[src/rtl/int_to_int_array_pipe.sv]
// LANES-wide INT-to-INT lane converter (16/32-bit, signed/unsigned, saturate or wrap)
// with a valid/ready pipeline of 2+PIPE_EXTRA stages and a sticky saturation status bit.
module int_to_int_array_pipe #(
  parameter int LANES      = 4,
  parameter int PIPE_EXTRA = 0
) (
  input  logic               clk,
  input  logic               rst_n,
  input  logic               in_vld,
  output logic               in_rdy,
  input  logic [32*LANES-1:0] dvr_inttoint_s_in,
  input  logic [7:0]         cru_inttoint_in,
  output logic               out_vld,
  input  logic               out_rdy,
  output logic [32*LANES-1:0] dr_inttoint_d_out,
  output logic [LANES-1:0]   sat_flag,
  output logic               sat_sticky,
  input  logic               sat_clr
);

  localparam int W    = 32 * LANES;
  localparam int NSTG = 2 + PIPE_EXTRA;

  typedef struct packed {
    logic sat_en;
    logic instr_vld;
    logic dst_prec;
    logic dst_signed;
    logic dst_pos;
  } ctrl_t;

  logic [NSTG-1:0]   vld_q;
  logic [NSTG-1:0]   rdy;
  logic              all_full;

  logic signed [32:0] ext_d [LANES];
  logic signed [32:0] ext_q [LANES];
  ctrl_t              ctrl_q;

  logic [W-1:0]      res_d;
  logic [LANES-1:0]  flag_d;
  logic [W-1:0]      res_q  [PIPE_EXTRA+1];
  logic [LANES-1:0]  flag_q [PIPE_EXTRA+1];

  logic [31:0]        src_word;
  logic [15:0]        src_half;
  logic signed [32:0] lane_v;
  logic signed [32:0] lane_hi;
  logic signed [32:0] lane_lo;
  logic [31:0]        lane_r;
  logic [31:0]        lane_placed;
  logic               lane_sat;

  // A stage may load when it is empty or every stage downstream of it can shift.
  always_comb begin
    // NOTE: every always_comb output gets a default first so no path can infer a latch.
    rdy      = '0;
    all_full = 1'b1;
    for (int i = NSTG - 1; i >= 0; i--) begin
      all_full = all_full & vld_q[i];
      rdy[i]   = out_rdy | ~all_full;
    end
  end

  assign in_rdy = rst_n & rdy[0];

  // Stage 1 input: pick the source field and extend it to a 33-bit signed value.
  always_comb begin
    src_word = '0;
    src_half = '0;
    for (int l = 0; l < LANES; l++) begin
      src_word = dvr_inttoint_s_in[W-1-32*l -: 32];
      src_half = cru_inttoint_in[1] ? src_word[31:16] : src_word[15:0];
      if (cru_inttoint_in[5])
        ext_d[l] = cru_inttoint_in[3] ? {src_word[31], src_word} : {1'b0, src_word};
      else
        ext_d[l] = cru_inttoint_in[3] ? {{17{src_half[15]}}, src_half} : {17'b0, src_half};
    end
  end

  // NOTE: datapath registers carry no reset; the valid bits alone decide what is meaningful.
  always_ff @(posedge clk) begin
    if (rdy[0] && in_vld) begin
      ext_q  <= ext_d;
      ctrl_q <= '{sat_en:     cru_inttoint_in[7],
                  instr_vld:  cru_inttoint_in[6],
                  dst_prec:   cru_inttoint_in[4],
                  dst_signed: cru_inttoint_in[2],
                  dst_pos:    cru_inttoint_in[0]};
    end
  end

  // Stage 2 input: range check, clamp or wrap, then place into the destination half.
  always_comb begin
    res_d       = '0;
    flag_d      = '0;
    lane_v      = '0;
    lane_hi     = '0;
    lane_lo     = '0;
    lane_r      = '0;
    lane_placed = '0;
    lane_sat    = 1'b0;
    for (int l = 0; l < LANES; l++) begin
      lane_v = ext_q[l];
      case ({ctrl_q.dst_prec, ctrl_q.dst_signed})
        2'b11:   begin lane_hi = 33'sh0_7FFF_FFFF; lane_lo = 33'sh1_8000_0000; end
        2'b10:   begin lane_hi = 33'sh0_FFFF_FFFF; lane_lo = 33'sh0_0000_0000; end
        2'b01:   begin lane_hi = 33'sh0_0000_7FFF; lane_lo = 33'sh1_FFFF_8000; end
        default: begin lane_hi = 33'sh0_0000_FFFF; lane_lo = 33'sh0_0000_0000; end
      endcase
      lane_r   = lane_v[31:0];
      lane_sat = 1'b0;
      if (ctrl_q.sat_en && (lane_v > lane_hi || lane_v < lane_lo)) begin
        lane_r   = (lane_v > lane_hi) ? lane_hi[31:0] : lane_lo[31:0];
        lane_sat = 1'b1;
      end
      if (ctrl_q.dst_prec)
        lane_placed = lane_r;
      else if (ctrl_q.dst_pos)
        lane_placed = {lane_r[15:0], 16'h0000};
      else
        lane_placed = {16'h0000, lane_r[15:0]};
      if (!ctrl_q.instr_vld) begin
        lane_placed = '0;
        lane_sat    = 1'b0;
      end
      res_d[W-1-32*l -: 32] = lane_placed;
      flag_d[l]             = lane_sat;
    end
  end

  always_ff @(posedge clk) begin
    // NOTE: sequential state uses non-blocking assignments so every stage shifts from pre-edge values.
    if (!rst_n) begin
      vld_q <= '0;
      for (int k = 0; k <= PIPE_EXTRA; k++) begin
        res_q[k]  <= '0;
        flag_q[k] <= '0;
      end
    end else begin
      if (rdy[0]) vld_q[0] <= in_vld;
      for (int i = 1; i < NSTG; i++)
        if (rdy[i]) vld_q[i] <= vld_q[i-1];
      if (rdy[1] && vld_q[0]) begin
        res_q[0]  <= res_d;
        flag_q[0] <= flag_d;
      end
      for (int k = 1; k <= PIPE_EXTRA; k++) begin
        if (rdy[k+1] && vld_q[k]) begin
          res_q[k]  <= res_q[k-1];
          flag_q[k] <= flag_q[k-1];
        end
      end
    end
  end

  assign out_vld           = vld_q[NSTG-1];
  assign dr_inttoint_d_out = res_q[PIPE_EXTRA];
  assign sat_flag          = flag_q[PIPE_EXTRA];

  // Set takes priority over clear so a saturation in the clearing cycle is not lost.
  always_ff @(posedge clk) begin
    if (!rst_n)
      sat_sticky <= 1'b0;
    else if (out_vld && out_rdy && |sat_flag)
      sat_sticky <= 1'b1;
    else if (sat_clr)
      sat_sticky <= 1'b0;
  end

endmodule

[config.mk]
export PLATFORM = sky130hd
export DESIGN_NAME = int_to_int_array_pipe
export DESIGN_NICKNAME = d
export VERILOG_FILES = /design/src/rtl/int_to_int_array_pipe.sv
export SDC_FILE = /design/constraint.sdc
export NUM_CORES = 1
export LEC_CHECK = 0
export CAP_MARGIN = 20
export CORE_MARGIN = 2
export CORE_UTILIZATION = 35
export CTS_CLUSTER_DIAMETER = 120
export DETAILED_ROUTE_END_ITERATION = 6
export GPL_TIMING_DRIVEN = 0
export PLACE_DENSITY = 0.61
export SLEW_MARGIN = 5
export SYNTH_ARGS = -nofsm -noshare
export SYNTH_HDL_FRONTEND = slang
export SYNTH_SLANG_ARGS = --single-unit
[constraint.sdc]
create_clock -name clk -period 9 [get_ports clk]
set_input_delay 2.7 -clock clk [delete_from_list [all_inputs] [get_ports clk]]
set_output_delay 2.7 -clock clk [all_outputs]
set_load 0.02 [all_outputs]
==> run metrics, run 1 <==
global-route track usage on met3 0.0354; final global-route overflow total 0; layout overhead on the synthesized area 31.0%; Initial Util 0.356; clock-pin slew on the worst setup and hold paths 60 ps; Synth Flop Type sky130_fd_sc_hd__edfxtp_1; cts bufs inserted 31; Final Cycle Share 0.763; top cells by area, synth sky130_fd_sc_hd__edfxtp_1 54%, sky130_fd_sc_hd__ha_1 12%, sky130_fd_sc_hd__mux2_2 4.9%; share of cells above drive strength 1 0.120; total leakage power 7.70 nW; residual antenna-violating net count after detailed routing 0; critical path class input pin to output port; number of cell instances on the worst register-to-register path 14; total wire length between 40000 and 50000 um; die width 211 um; total DRC errors in the routed layout 0; part of the Yosys area used for sequential elements 0.544; fraction of registers with async set or reset after synthesis 0; DIE HEIGHT approximately 210 um; Max Fclk roughly 150 MHz; count of maximum capacitance violations 0; post-synthesis cell count 1194; transition time at the pin with the least slew margin 925 ps; Setup Buffers After CTS 0; syn nets roughly 1.5k; 1st-pass router iterations 5; top-level port count between 200 and 300; detailed placer's ending HPWL 33800 um; RSZ-0062 raised after global routing false; number of pins with negative max-slew slack in the final report 0; Hold Path Depth 1; count of flip-flops with a built-in enable after synthesis approximately 270; floorplan die area ~0.044 mm2; hold-fix buffers at CTS 0; Ant. Diodes 0; startpoint kind of the worst setup timing path input pin; most frequent cell after synthesis sky130_fd_sc_hd__edfxtp_1; CP Capture Type output port; post-layout min period between 6000 and 7000 ps; startpoint of the lowest-slack register-to-register path ctrl_q[2]; cell chosen for the clock root sky130_fd_sc_hd__clkbuf_16; wire length of the first global-routing pass 69000 um; clock tree from TritonCTS built; via density per instance roughly 5.4; Final setup viols 0; launch point of the worst path out_rdy; global-route total usage across every layer 0.204; Fin Setup TNS 0 ps; count of different cell masters after synthesis 68; Post-CTS Resized 0; maximum number of pins on one net before global-route repair between 50 and 60; final hold violation count 0; DR vias 11.1k; Max Buffers Root-to-Sink 3; Post-Layout Inst Area 0.0196 mm2; start point of the worst min-delay path vld_q[0]; Synthesis Warnings 0; highest-utilization routing layer at the global route stage met2; Arr. time, crit path roughly 4200 ps; end point of the most critical hold path vld_q[1]; Clock Latency Late Sink 580 ps; netlist area before placement between 0.01 and 0.015 mm2; Global Route met1 Usage 0.277; register bit total from synthesis roughly 270; placed standard-cell area roughly 0.019 mm2; Req. time, crit path 6300 ps; capture instance of the worst register-to-register path res_q[0][22]; initial antenna violation count 3; CTS HTree Levels 1; global routing met2 resource utilization 0.342; clk_skew about 13 ps; Placer Congestion ~0.83; top cell types by occurrence after synthesis 269 x sky130_fd_sc_hd__edfxtp_1, 140 x sky130_fd_sc_hd__ha_1, 109 x sky130_fd_sc_hd__a21oi_1, 94 x sky130_fd_sc_hd__nand2_1, 76 x sky130_fd_sc_hd__a21o_1; IO buf count 273; Mapped Avg Cell Area around 13 um2; Crit Path Max Fanout 3; NumNets Final between 1.5k and 2k; outcome completed; core outline area between 0.04 and 0.05 mm2; register-to-register setup slack 4040 ps; Yosys top cell area share 0.540; post-synthesis cell type with the largest combined area sky130_fd_sc_hd__edfxtp_1; ratio of total power to cell area about 180 mW/mm2; Max VDD drop 0.000123 V; number of global-route vias before repair 11.7k; detail-routed net length per standard cell roughly 22 um; drt initial violations just under 700; slew margin rel. 0.381; clk sinks approximately 270; row count between 70 and 80; HP Class flip-flop to flip-flop
power breakdown:
part / internal [mW] / switching, mW
logic: 0.272 / 0.329
registers: 1.49 / 0.0587
clock network: 0.771 / 0.529
total: 2.54 / 0.917
final cells by class:
class                           instances  area [um2]
Buffer                                 56         262
Clock buffer                           33         783
Clock inverter                         24         259
Fill cell                            3837       22400
Inverter                               14        52.6
Multi-Input combinational cell        852        6530
Sequential cell                       272        8140
Tap cell                              539         674
Timing Repair Buffer                  280        2910
sequential cells by signal, summed over array words and instances, names as in the netlist:
signal      cells
vld_q           2
lane_v         33
ctrl_q          5
flag_q          4
ext_q          99
res_q         128
sat_sticky      1
worst max-delay path by stage:
stage | endpoint | slack (ps) | cells past startpoint
floorplan | ctrl_q[0] | 2530 | 3
global placement | lane_v[21] | 180 | 4
detailed placement | in_rdy | 2160 | 5
CTS | in_rdy | 2120 | 5
global route | in_rdy | 2050 | 5
finish | in_rdy | 2130 | 5
logic make-up (layout without fill, tap and decap cells):
family / after synthesis / count (layout) / share of synthesized area
simple gates: 251 / 251 / 0.0826
buf+inv: 70 / 407 / 0.0210
flops: 272 / 272 / 0.544
mux: 86 / 86 / 0.0630
compound gates: 375 / 375 / 0.173
fa+ha+maj: 140 / 140 / 0.117
metrics by stage:
step	hold WS, ps	power [mW]	utilization	worst slack (ps)	cells
after CTS	571	3.49	0.466	2120	2070
after floorplan	505	1.91	-	2530	1194
after detailed placement	534	2.18	0.442	2160	2013
final	574	3.45	0.466	2130	2070
after global routing	615	3.60	0.466	2050	2070
after global placement	516	2.17	0.437	182	2006
metal layers:
| metal | share of wire | vias to the layer above |
|---|---|---|
| met5 | 0.00075 | - |
| met3 | 0.060 | 44 |
| met1 | 0.45 | 5432 |
| li1 | - | 5314 |
| met2 | 0.48 | 327 |
| met4 | 0.014 | 6 |
placed cells by master, fill, tap and decap left out, types with 6 or more instances in the layout:
master	Yosys	routed
sky130_fd_sc_hd__nand3_1	15	15
sky130_fd_sc_hd__ha_1	140	140
sky130_fd_sc_hd__inv_1	13	12
sky130_fd_sc_hd__and3_1	7	7
sky130_fd_sc_hd__o2bb2ai_1	23	23
sky130_fd_sc_hd__nand2b_1	8	8
sky130_fd_sc_hd__nor2_1	54	54
sky130_fd_sc_hd__nand4_1	24	24
sky130_fd_sc_hd__mux2i_1	21	21
sky130_fd_sc_hd__o21a_1	7	7
sky130_fd_sc_hd__nor2b_1	7	7
sky130_fd_sc_hd__clkbuf_16	0	31
sky130_fd_sc_hd__buf_2	8	8
sky130_fd_sc_hd__a21boi_0	7	7
sky130_fd_sc_hd__o21ai_1	11	11
sky130_fd_sc_hd__o211ai_1	6	6
sky130_fd_sc_hd__o21ai_2	11	11
sky130_fd_sc_hd__mux2_2	65	65
sky130_fd_sc_hd__nor3_1	9	9
sky130_fd_sc_hd__a22oi_1	18	18
sky130_fd_sc_hd__a21oi_1	109	109
sky130_fd_sc_hd__a211oi_1	9	9
sky130_fd_sc_hd__clkinv_1	0	7
sky130_fd_sc_hd__edfxtp_1	269	269
sky130_fd_sc_hd__clkdlybuf4s50_1	0	273
sky130_fd_sc_hd__clkbuf_1	39	41
sky130_fd_sc_hd__o21ai_0	44	44
sky130_fd_sc_hd__a21oi_2	13	13
sky130_fd_sc_hd__o2bb2ai_2	10	10
sky130_fd_sc_hd__a21o_1	76	76
sky130_fd_sc_hd__nand2_1	94	92
worst max-delay path, stage by stage:
cell                              delay, ps
sky130_fd_sc_hd__clkdlybuf4s50_1        460
sky130_fd_sc_hd__nor2b_1                240
sky130_fd_sc_hd__nand2_1                100
sky130_fd_sc_hd__and2_1                 150
sky130_fd_sc_hd__clkdlybuf4s50_1        530
No activity file was read; power rests on OpenSTA's default activity.
==> run 2: changes to the inputs <==
PLACE_DENSITY = 0.63   (was 0.61)
clock period = 6.3 ns   (was 9 ns; I/O delays follow)
==> run 2 against run 1 <==
  * First-iteration DRC count shrank 4.5%
  * Sequential power rose by 43%
  * Via count barely moved
  * Clock skew is 5.2 ps higher
  * Register-to-register slack worse by 3000 ps
  * Global-route usage is 0.35 points lower
  * Worst setup slack worse by 1100 ps
  * Routed wire length fell by 0.87%
  * Count of clock-buffer cells in the layout grew 3
  * Core utilization shrank 0.22 points
  * Critical endpoint is now res_q[0][21]
  * Largest power group unchanged
==> run metrics, run 2 (synthesized netlist as in run 1, its figures left out) <==
Max Buffers Root-to-Sink 3 (unchanged); number of pins with negative max-slew slack in the final report 0 (unchanged); wire length of the first global-routing pass 68000 um (was 69000 um); core outline area 0.0420 mm2 (unchanged); top-level port count 276 (unchanged); number of global-route vias before repair 11.5k (was 11.7k); clock-pin slew on the worst setup and hold paths 60 ps (about the same); hold-fix buffers at CTS 0 (unchanged); most common cell after layout, fill and taps aside sky130_fd_sc_hd__clkdlybuf4s50_1 (unchanged); clk sinks 272 (unchanged); cell repeated most along the worst path sky130_fd_sc_hd__buf_12 (was sky130_fd_sc_hd__clkdlybuf4s50_1); post-layout min period 5250 ps; die width 211 um (unchanged); ratio of total power to cell area 249 mW/mm2 (was 176 mW/mm2); RSZ-0062 raised after global routing false (unchanged); drt initial violations 651 (was 682); post-layout total power 4.85 mW (was 3.45 mW); CTS HTree Levels 1 (unchanged); Crit Path Max Fanout 34 (was 3); floorplan die area 0.0444 mm2 (unchanged); Initial Util 0.356 (unchanged); residual antenna-violating net count after detailed routing 0 (unchanged); final hold violation count 0 (unchanged); final global-route overflow total 0 (unchanged); Hold Path Depth 1 (unchanged); startpoint kind of the worst setup timing path flip-flop (was input pin); global-route total usage across every layer 0.201 (was 0.204); IO buf count 273 (unchanged); Arr. time, crit path 5560 ps (was 4170 ps); start point of the worst min-delay path vld_q[0] (unchanged); number of placed cells counting well taps 2012 (was 2013); cell chosen for the clock root sky130_fd_sc_hd__clkbuf_16 (unchanged); number of filler instances in the final layout 3845 (was 3837); cts bufs inserted 30 (was 31); DIE HEIGHT 211 um (unchanged); critical path class flip-flop to flip-flop (was input pin to output port); maximum number of pins on one net before global-route repair 57 (unchanged); Max Fclk around 190 MHz; Fin Setup TNS 0 ps (unchanged); count of maximum capacitance violations 0 (unchanged); via density per instance 5.38 (was 5.37); total DRC errors in the routed layout 0 (unchanged); number of cell instances on the worst register-to-register path 16 (was 14); max reg flops 128 (unchanged); Setup Buffers After CTS 0 (unchanged); detail-routed net length per standard cell 21.9 um (was 22.0 um); slew margin rel. 0.386 (was 0.381); final core occ 0.464 (was 0.466); DR vias 11.1k (about the same); transition time at the pin with the least slew margin 921 ps (was 925 ps); outcome completed (unchanged); stage delay of the slowest cell on the critical path 500 ps (was 530 ps); capture instance of the worst register-to-register path res_q[0][21] (was res_q[0][22]); detailed placer's ending HPWL 33700 um (was 33800 um); startpoint of the lowest-slack register-to-register path ctrl_q[2] (unchanged); initial antenna violation count 3 (unchanged); clock tree from TritonCTS built (unchanged); row count 75 (unchanged); HP Class flip-flop to flip-flop (unchanged); Final setup viols 0 (unchanged); register-to-register setup slack 1050 ps (was 4040 ps); total leakage power 7.66 nW (was 7.70 nW); total wire length 45100 um (was 45500 um); Post-CTS Resized 0 (unchanged); layout overhead on the synthesized area 30.4% (was 31.0%); Clock Latency Late Sink 570 ps (was 580 ps); standard cell with the maximum stage delay on the critical path sky130_fd_sc_hd__inv_2 (was sky130_fd_sc_hd__clkdlybuf4s50_1); highest-count cells in the layout ignoring fill and taps 273 x sky130_fd_sc_hd__clkdlybuf4s50_1, 269 x sky130_fd_sc_hd__edfxtp_1, 140 x sky130_fd_sc_hd__ha_1 (unchanged); share of cells above drive strength 1 0.116 (was 0.120); CP Capture Type flip-flop (was output port); largest reg by FF count res_q (unchanged); Placer Congestion 0.824 (was 0.831); Final Cycle Share 0.833; end point of the most critical hold path vld_q[1] (unchanged); clk_skew 18.6 ps (was 13.4 ps); Max VDD drop 0.000151 V (was 0.000123 V); number of standard cells in the layout, taps in and fillers out 2065 (was 2070); 1st-pass router iterations 5 (unchanged); Req. time, crit path 6610 ps (was 6300 ps); ordered list of cells on the worst path inv_2 > buf_12 > nand2_2 > buf_12 > inv_1 > ha_1 > nand4b_1 > nor2_1 > a31oi_1 > o211ai_1 > or4b_1 > buf_6 > nand2_1 > a21oi_2 > buf_4 > o2bb2ai_2 (was clkdlybuf4s50_1 > nor2b_1 > nand2_1 > and2_1 > clkdlybuf4s50_1); NumNets Final 1786 (was 1788); Ant. Diodes 0 (unchanged)
[run 2: worst max path at each step]
| stage | start | end | slack [ps] |
|---|---|---|---|
| 2_1_floorplan | ctrl_q[2] | res_q[0][85] | 630 |
| 3_3_place_gp | ctrl_q[2] | res_q[0][21] | -2010 |
| 3_5_place_dp | ctrl_q[2] | res_q[0][21] | 1020 |
| 4_1_cts | ctrl_q[2] | res_q[0][21] | 1030 |
| 5_1_grt | ctrl_q[2] | res_q[0][21] | 750 |
| 6_report | ctrl_q[2] | res_q[0][21] | 1050 |
[run 2: layer usage]
layer | routed length [um] | global-route usage | up-vias
met3 | 2590 | 0.0335 | 56
met4 | 885 | 0.0532 | 6
met1 | 20400 | 0.273 | 5408
met5 | 38 | 0 | -
li1 | - | - | 5311
met2 | 21200 | 0.332 | 333
[run 2: critical path: cells and delay by family (launching register included)]
kind | cells | cell delay [ps]
AO/OA/AOI/OAI | 4 | 590
adder cells (fa/ha/maj) | 1 | 360
buffers and inverters | 6 | 2040
flip-flops | 1 | 420
AND/OR/NAND/NOR | 5 | 1550
[run 2: cell type report]
cell class | count | area, um2 | area share
Multi-Input combinational cell | 852 | 6530 | 0.334
Sequential cell | 272 | 8140 | 0.417
Timing Repair Buffer | 279 | 2880 | 0.147
Tap cell | 539 | 674 | 0.0346
Clock inverter | 17 | 189 | 0.00968
Buffer | 56 | 262 | 0.0134
Clock buffer | 36 | 795 | 0.0407
Inverter | 14 | 52.6 | 0.00269
[run 2: where the power goes]
| part | total (mW) | internal [mW] | switching [mW] |
|---|---|---|---|
| clock network | 1.78 | 1.06 | 0.722 |
| logic | 0.855 | 0.386 | 0.469 |
| registers | 2.22 | 2.13 | 0.0845 |
| total | 4.85 | 3.57 | 1.28 |
[run 2: through the flow]
stage / hold slack [ps] / instance area, um2 / setup WS (ps)
6_report: 553 / 19500 / 1050
5_1_grt: 586 / 19500 / 748
4_1_cts: 547 / 19500 / 1030
3_5_place_dp: 533 / 18500 / 1020
3_3_place_gp: 517 / 18400 / -2010
2_1_floorplan: 505 / 15000 / 634
